===== config.mk =====
export PLATFORM = sky130hd
export DESIGN_NAME = uart_tx_fifo
export DESIGN_NICKNAME = d
export VERILOG_FILES = /design/src/rtl/uart_pkg.sv /design/src/rtl/uart_fifo_mem.sv /design/src/rtl/uart_tx_fifo.sv
export SDC_FILE = /design/constraint.sdc
export NUM_CORES = 1
export LEC_CHECK = 0
export BUFFER_PORTS_ARGS = -buffer_cell sky130_fd_sc_hd__buf_4
export CAP_MARGIN = 20
export CORE_MARGIN = 1
export CORE_UTILIZATION = 54
export DETAILED_ROUTE_END_ITERATION = 16
export PLACE_DENSITY = 0.85
export SYNTH_ARGS = -nofsm -noshare
export SYNTH_HDL_FRONTEND = slang
export SYNTH_HIERARCHICAL = 1
export SYNTH_SLANG_ARGS = --single-unit

===== constraint.sdc =====
create_clock -name clk_i -period 2.8 [get_ports clk_i]
set_input_delay 0.42 -clock clk_i [delete_from_list [all_inputs] [get_ports clk_i]]
set_output_delay 0.42 -clock clk_i [all_outputs]
set_load 0.02 [all_outputs]

===== src/rtl/uart_pkg.sv =====
// Shared constants and state encoding for the UART transmit queue.
package uart_pkg;

    localparam int UART_DATA_W            = 8;
    localparam int UART_TXQ_DEPTH_DEFAULT = 16;

    typedef enum logic [1:0] {
        IDLE = 2'd0,
        SEND = 2'd1,
        GAP  = 2'd2
    } txq_state_e;

endpackage


===== src/rtl/uart_fifo_mem.sv =====
// DEPTH x W register array: synchronous write, combinational read by address.
module uart_fifo_mem
    import uart_pkg::*;
#(
    parameter int DEPTH = UART_TXQ_DEPTH_DEFAULT,
    parameter int W     = UART_DATA_W,
    parameter int AW    = $clog2(DEPTH)
) (
    input  logic          clk_i,
    input  logic          we_i,
    input  logic [AW-1:0] waddr_i,
    input  logic [W-1:0]  wdata_i,
    input  logic [AW-1:0] raddr_i,
    output logic [W-1:0]  rdata_o
);

    logic [W-1:0] mem_q [DEPTH];

    always_ff @(posedge clk_i) begin
        if (we_i) begin
            mem_q[waddr_i] <= wdata_i;
        end
    end

    assign rdata_o = mem_q[raddr_i];

endmodule


===== src/rtl/uart_tx_fifo.sv =====
// Byte queue feeding a uart_tx with a start/done handshake and one-cycle inter-byte gap.
// Optional saturating overflow counter enabled by defining UART_TXQ_OVF_CNT_EN.
module uart_tx_fifo
    import uart_pkg::*;
#(
    parameter int DEPTH = UART_TXQ_DEPTH_DEFAULT
) (
    input  logic                     clk_i,
    input  logic                     rst_i,
    input  logic                     wr_en_i,
    input  logic [UART_DATA_W-1:0]   wr_data_i,
    output logic                     full_o,
    output logic                     empty_o,
    output logic [$clog2(DEPTH):0]   count_o,
    output logic                     tx_start_o,
    output logic [UART_DATA_W-1:0]   tx_data_o,
    input  logic                     tx_done_i,
    output logic                     overflow_o,
    output logic [7:0]               ovf_cnt_o
);

    localparam int AW = $clog2(DEPTH);
    localparam int CW = AW + 1;

    logic [AW-1:0]          wr_ptr_q, wr_ptr_d;
    logic [AW-1:0]          rd_ptr_q, rd_ptr_d;
    logic [CW-1:0]          count_q, count_d;
    txq_state_e             state_q;
    logic                   tx_start_q;
    logic [UART_DATA_W-1:0] tx_data_q;
    logic                   done_q;
    logic                   overflow_q;
    logic [UART_DATA_W-1:0] rd_data;
    logic                   full, empty;
    logic                   pop, push, drop;

    assign full  = (count_q == CW'(DEPTH));
    assign empty = (count_q == '0);

    // The FSM is the only consumer; a pop frees a slot in the same cycle.
    assign pop  = (state_q == IDLE) && !empty;
    assign push = wr_en_i && (!full || pop);
    assign drop = wr_en_i && full && !pop;

    uart_fifo_mem #(
        .DEPTH (DEPTH),
        .W     (UART_DATA_W),
        .AW    (AW)
    ) u_mem (
        .clk_i   (clk_i),
        .we_i    (push),
        .waddr_i (wr_ptr_q),
        .wdata_i (wr_data_i),
        .raddr_i (rd_ptr_q),
        .rdata_o (rd_data)
    );

    always_comb begin
        wr_ptr_d = wr_ptr_q;
        rd_ptr_d = rd_ptr_q;
        count_d  = count_q;
        if (push) begin
            wr_ptr_d = wr_ptr_q + AW'(1);
        end
        if (pop) begin
            rd_ptr_d = rd_ptr_q + AW'(1);
        end
        case ({push, pop})
            2'b10:   count_d = count_q + CW'(1);
            2'b01:   count_d = count_q - CW'(1);
            default: count_d = count_q;
        endcase
    end

    always_ff @(posedge clk_i) begin
        if (rst_i) begin
            wr_ptr_q   <= '0;
            rd_ptr_q   <= '0;
            count_q    <= '0;
            overflow_q <= 1'b0;
        end else begin
            wr_ptr_q   <= wr_ptr_d;
            rd_ptr_q   <= rd_ptr_d;
            count_q    <= count_d;
            overflow_q <= drop;
        end
    end

    // done_q resets high so a tx_done_i level already high never counts as an edge.
    always_ff @(posedge clk_i) begin
        if (rst_i) begin
            state_q    <= IDLE;
            tx_start_q <= 1'b0;
            tx_data_q  <= '0;
            done_q     <= 1'b1;
        end else begin
            done_q <= tx_done_i;
            case (state_q)
                IDLE: begin
                    if (!empty) begin
                        tx_data_q  <= rd_data;
                        tx_start_q <= 1'b1;
                        state_q    <= SEND;
                    end
                end
                SEND: begin
                    if (tx_done_i && !done_q) begin
                        tx_start_q <= 1'b0;
                        state_q    <= GAP;
                    end
                end
                GAP: begin
                    state_q <= IDLE;
                end
                default: begin
                    tx_start_q <= 1'b0;
                    state_q    <= IDLE;
                end
            endcase
        end
    end

`ifdef UART_TXQ_OVF_CNT_EN
    logic [7:0] ovf_cnt_q;

    always_ff @(posedge clk_i) begin
        if (rst_i) begin
            ovf_cnt_q <= 8'h00;
        end else if (overflow_q && (ovf_cnt_q != 8'hFF)) begin
            ovf_cnt_q <= ovf_cnt_q + 8'd1;
        end
    end

    assign ovf_cnt_o = ovf_cnt_q;
`else
    assign ovf_cnt_o = 8'h00;
`endif

    assign full_o     = full;
    assign empty_o    = empty;
    assign count_o    = count_q;
    assign tx_start_o = tx_start_q;
    assign tx_data_o  = tx_data_q;
    assign overflow_o = overflow_q;

endmodule


==> flow_summary_export.csv, run 1 <==
group,metric,value,unit
run_status,status,"finished, final reports clean",
floorplanning,start_util,56.56,%
global_route,grt-ovfl-total,0,
synth,synth_enable_flop_cells,128,
job,maxCapViolations,0,
synth,ys_seq_area_share,69.96,%
global_route,grt_pass1_vias,3378,
finish,drive_above_1_share,26.49,%
power_and_ir_drop,power_leakage,2.582,nW
place,post-dp-hpwl,7.804,mm
sta,fin_crit,2.704,ns
finish,final_core_util,65.70,%
sta,fin_skew,0.007860,ns
detailed_routing,drt-total-wl,12.99,mm
detailed_routing,viasPerCell,6.182,
power_and_ir_drop,power_switching,2.007,mW
synth,yosysWarningCount,6,
sta,worst_slack,0.09562,ns
clocking,cts_buffers,17,
hold_path,hold_class,"input pin to flip-flop",
detailed_routing,vias,3456,
worst_setup_path,crit_fanout,6,
synth,synth_area_leaders,"edfxtp_1 (62%), dfxtp_1 (8.3%), mux4_2 (6.5%)",
sta,hold_viol,0,
power_and_ir_drop,vdd_drop_max,808.4,uV
floorplanning,fp.dieArea,11990,sq um
worst_setup_path,path_class,"flip-flop to flip-flop",
global_route,grt_usage,23.50,%
synth,syn_area_per_cell,17.62,sq um
clocking,clk_pin_slew,0.06,ns
synth,synth-seq-cells,154,
power_and_ir_drop,swShare,29.58,%
finish,finalInstanceArea,7247,sq um
worst_setup_path,arrival,3.06,ns
worst_setup_path,r2r_start,"count_o[0]$_SDFFE_PP0P_",
detailed_routing,final_antenna_net_count,0,
synth,syn_inst,354,
synth,yosys.cell_types.count,45,
synth,synth_top_area_cell,"edfxtp_1",
sta,period_share,96.58,%
finish,nets,425,
sta,fmax,369.8,MHz
power_and_ir_drop,pwr-share-clk,33.2,%
finish,fin_cells,559,
floorplanning,die_x,109.5,microns
sta,holdWs,0.1942,ns
synth,synthFlopType,"edfxtp_1",
detailed_routing,drt_drc_violations_left,0,
sta,maxSlewHeadroom,52.58,%
floorplanning,die_y,109.5,microns
power_and_ir_drop,internal-power,4.777,mW
sta,finalSetupTns,0,ns
detailed_routing,avgRoutedWirePerCell,23.23,microns
finish,n_antenna_cell,0,
power_and_ir_drop,pwr-share-comb,26.0,%
worst_setup_path,start_kind,"flip-flop",
clocking,post-cts-setup-buffers,0,
synth,syn_area,6238,sq um
worst_setup_path,crit_start,"count_o[0]$_SDFFE_PP0P_",
clocking,clock-sinks,154,
sta,worstMarginPinSlew,0.7098,ns
floorplanning,core_area,11030,sq um
synth,ys_async_sr_fraction,0,%
detailed_routing,dr.pass1.iters,7,
worst_setup_path,crit_required,3.15,ns
sta,finalMaxSlewViolations,0,
synth,netlist.area_leader.share,61.61,%
clocking,cts_tree,"yes",
detailed_routing,dr.first_iter.drc_count,417,
global_route,grtUsageMet2,38.05,%
hold_path,hold_start,"tx_done_i",
place,post_dp_cell_area,6651,sq um
clocking,insertion_delay,0.42,ns
clocking,htreeDepth,4,
place,gp_congestion,0.7959,
power_and_ir_drop,seqPwrFrac,40.8,%
floorplanning,ioPinCount,37,
clocking,cts_root_buf,"clkbuf_16",
clocking,clk_path_buf_depth,2,
finish,syn2layout_area_growth,16.17,%
synth,synth_commonest_cells,"edfxtp_1 (128), nor2_1 (37), dfxtp_1 (26), mux4_2 (18), a22oi_1 (16)",
power_and_ir_drop,total_power,6.784,mW
floorplanning,rows,38,
power_and_ir_drop,powerDensity,936.2,nW/um^2
place,place_ws,0.07973,ns
global_route,use_met1,29.44,%
global_route,grt-busiest-layer,"met2",
global_route,grt_max_degree,36,
worst_setup_path,cp-end-kind,"flip-flop",
place,io_buffers,28,
synth,synth.most_common_cell,"edfxtp_1",
sta,setup_viol_count_final,0,
global_route,global_route.usage.met3,7.291,%
global_route,grt_first_pass_wirelength,19.11,mm
global_route,antenna_found_initial,0,
place,place_inst,527,
==> power groups by stage <==
stage | Sequential, mW | Clock, mW | Combinational [mW]
global placement | 2.79 | 0 | 1.66
detailed placement | 2.81 | 0 | 1.73
floorplan | 2.89 | 0 | 1.14
finish | 2.77 | 2.25 | 1.76
global route | 2.79 | 2.37 | 1.88
CTS | 2.77 | 2.29 | 1.75
==> routing by layer <==
layer,vias up,part of all wire (%)
li1,1495,-
met1,1752,40
met2,186,50
met3,23,7.6
met4,0,2.0
met5,-,0
==> worst max-delay path: stages, from the launching register on <==
cell,delay (ns)
dfxtp_2,0.36
or4_4,0.59
o21ai_2,0.16
inv_1,0.08
ha_2,0.23
ha_1,0.34
a21oi_2,0.17
a21oi_1,0.10
or4_1,0.47
a21oi_1,0.15
==> cells in the final DEF, fill, tap and decap left out, drive strengths merged, types with 6 or more instances in the layout <==
cell and instances:
nand2 11, ha 6, clkbuf 17, mux2i 11, a21oi 6, mux4 32
buf 50, inv 11, conb 8, edfxtp 128, nor2 37, a22oi 16
dfxtp 26
==> state kept, by name, indices dropped and copies added, names as in the netlist <==
signal	flops
count_o	5
done_q	1
overflow_o	1
rd_ptr_q	4
state_q	2
tx_data_o	8
tx_start_o	1
u_mem/mem_q	128
wr_ptr_q	4
==> worst paths after layout <==
| path | endpoint | slack [ns] | depth (start not counted) |
|---|---|---|---|
| worst max-delay path | count_o[4]$_SDFFE_PP0P_ | 0.1 | 9 |
| worst min register to register | tx_data_o[6]$_SDFFE_PP0P_ | 0.52 | 2 |
| worst max register to register | count_o[4]$_SDFFE_PP0P_ | 0.1 | 9 |
| worst min-delay path | done_q$_SDFF_PP1_ | 0.19 | 2 |
==> cells by family (layout without fill, tap and decap cells) <==
kind of cell | count (synthesis) | count (layout) | share of synthesized area [%]
adders and majority gates | 7 | 7 | 1.524
and+or+nand+nor | 80 | 80 | 6.277
other | 1 | 8 | 0.06011
xor gates and xnor gates | 7 | 7 | 0.9828
AOI/OAI and AO/OA | 33 | 33 | 3.851
DFF | 154 | 154 | 69.96
buffers and inverters | 29 | 87 | 3.189
muxes | 43 | 43 | 14.16
==> cell type report <==
class / count / area [sq um]
flip-flops and latches: 154 / 4368
fillers: 734 / 3784
multi-input cells: 178 / 1708
clock buffers: 17 / 425.4
repair buffers: 50 / 387.9
well taps: 140 / 175.2
clock inverters: 15 / 163.9
inverters: 5 / 18.77
==> what timing repair did <==
item / in CTS / in global routing
hold buffers: 0 / 0
setup endpoints to repair: 0 / 1
resized for setup: 0 / 2
(Power assumes the default switching activity.)
==> run 2: changes to the inputs <==
CORE_UTILIZATION = 55   (was 54)
CTS_BUF_LIST = sky130_fd_sc_hd__clkbuf_8   (was unset)
PLACE_DENSITY = 0.86   (was 0.85)
==> flow_summary_export.csv, run 2 (synthesis gave the netlist of run 1 again) <==
group,metric,value,unit
run_status,status,"finished, final reports clean",
detailed_routing,viasPerCell,6.061,
worst_setup_path,cp-end-kind,"flip-flop",
sta,setup_viol_count_final,0,
floorplanning,core_area,10940,sq um
sta,period_share,96.70,%
floorplanning,start_util,57.05,%
sta,fmax,369.3,MHz
clocking,cts_root_buf,"clkbuf_8",
detailed_routing,drt-total-wl,12.42,mm
worst_setup_path,path_class,"flip-flop to flip-flop",
floorplanning,rows,38,
sta,finalMaxSlewViolations,0,
finish,n_antenna_cell,0,
global_route,grt-ovfl-total,0,
power_and_ir_drop,power_leakage,2.463,nW
clocking,holdBufCountCts,0,
place,gp_congestion,0.7771,
power_and_ir_drop,swShare,31.97,%
power_and_ir_drop,pwr-share-comb,29.3,%
floorplanning,fp.dieArea,11770,sq um
power_and_ir_drop,internal-power,4.100,mW
finish,drive_above_1_share,26.79,%
global_route,grt_max_degree,36,
worst_setup_path,arrival,3.08,ns
clocking,cts_buffers,17,
place,io_buffers,28,
finish,regMostFlops,"u_mem/mem_q",
power_and_ir_drop,vdd_drop_max,897.6,uV
clocking,cts_tree,"yes",
floorplanning,die_y,108.5,microns
detailed_routing,dr.pass1.iters,5,
detailed_routing,final_antenna_net_count,0,
clocking,cts_resized,1,
place,post-dp-hpwl,7.969,mm
clocking,htreeDepth,4,
worst_setup_path,crit_fanout,6,
power_and_ir_drop,power_switching,1.926,mW
clocking,insertion_delay,0.44,ns
finish,final_common_cell,"edfxtp_1",
finish,finalInstanceArea,7041,sq um
worst_setup_path,cp_top_family,"simple AND/OR/NAND/NOR gates",
power_and_ir_drop,pwr-share-clk,24.6,%
job,maxCapViolations,0,
power_and_ir_drop,powerDensity,855.9,nW/um^2
worst_setup_path,crit_required,3.17,ns
global_route,grt_first_pass_wirelength,18.64,mm
place,post_dp_cell_area,6656,sq um
worst_setup_path,slowest_stage,"or4_4",
clocking,clk_pin_slew,0.09,ns
finish,largest_reg_flops,128,
floorplanning,die_x,108.5,microns
sta,worstMarginPinSlew,0.6317,ns
hold_path,hold_class,"input pin to flip-flop",
clocking,clk_path_buf_depth,2,
floorplanning,ioPinCount,37,
finish,syn2layout_area_growth,12.86,%
detailed_routing,avgRoutedWirePerCell,22.25,microns
finish,fin_cells,558,
sta,maxSlewHeadroom,57.80,%
clocking,post-cts-setup-buffers,0,
global_route,grt_usage,22.75,%
power_and_ir_drop,seqPwrFrac,46.2,%
worst_setup_path,crit_path_cell_trace,"or4_4 -> o21ai_2 -> inv_1 -> ha_2 -> fa_2 -> nand3_1 -> a21oi_1 -> or4_1 -> a21oi_1",
clocking,clock-sinks,154,
global_route,grt_pass1_vias,3329,
detailed_routing,drt_drc_violations_left,0,
global_route,antenna_found_initial,0,
worst_setup_path,path_buf_inv,1,
detailed_routing,vias,3382,
worst_setup_path,start_kind,"flip-flop",
sta,fin_skew,0.01146,ns
place,place_inst,526,
sta,fin_crit,2.708,ns
finish,final_cell_mix,"edfxtp_1 (128), buf_4 (47), nor2_1 (37), dfxtp_1 (23), mux4_2 (18)",
finish,nets,424,
worst_setup_path,cp_common_cell,"a21oi_1",
worst_setup_path,slowest_delay,0.60,ns
detailed_routing,dr.first_iter.drc_count,415,
sta,hold_viol,0,
==> run 2: cell types whose count changed in the layout (fill, tap and decap cells not counted), sizes merged <==
cell | before | now
inv | 11 | 12
bufinv | 2 | 0
clkinvlp | 2 | 3
buf | 50 | 49
==> run 2: layer usage <==
layer / vias to the layer above / routed length [microns] / GRT usage, %
li1: 1490 / - / -
met1: 1737 / 5000 / 30.44
met2: 141 / 6414 / 37.03
met3: 14 / 829 / 5.606
met4: 0 / 172 / 7.046
met5: - / 0 / 0
==> run 2: final cells by class <==
class | count | area, sq um
sequential | 154 | 4368
fill | 709 | 3895
multi-input combinational | 178 | 1735
timing repair buffer | 49 | 392.9
clock buffer | 17 | 234.0
tap | 140 | 175.2
clock inverter | 15 | 116.4
inverter | 5 | 18.77
==> run 2: final timing paths <==
check                             from                        end  slack (ns)  depth (start not counted)
max            count_o[0]$_SDFFE_PP0P_    count_o[4]$_SDFFE_PP0P_        0.09                          9
min                          tx_done_i          done_q$_SDFF_PP1_        0.17                          2
max reg2reg    count_o[0]$_SDFFE_PP0P_    count_o[4]$_SDFFE_PP0P_        0.09                          9
min reg2reg  tx_data_o[0]$_SDFFE_PP0P_  tx_data_o[0]$_SDFFE_PP0P_        0.50                          2
==> run 2: per-stage QoR <==
step           hold WS [ns]  setup slack, ns  utilization, %  total power [mW]  setup TNS (ns)
2_1_floorplan        0.4945         0.006436               -             4.029               0
3_3_place_gp         0.4792           0.1761           60.87             4.450               0
3_5_place_dp         0.4899          0.01833           60.87             4.548               0
4_1_cts              0.1533          0.01762           64.11             6.019               0
5_1_grt              0.1597        -0.008438           64.38             6.292       -0.008438
6_report             0.1655          0.09226           64.38             6.026               0
==> run 2: power groups by stage <==
stage,Combinational (mW),Sequential [mW],Clock [mW]
floorplan,1.14,2.89,0
global placement,1.64,2.81,0
detailed placement,1.72,2.83,0
CTS,1.73,2.78,1.51
global route,1.89,2.81,1.59
finish,1.76,2.78,1.48
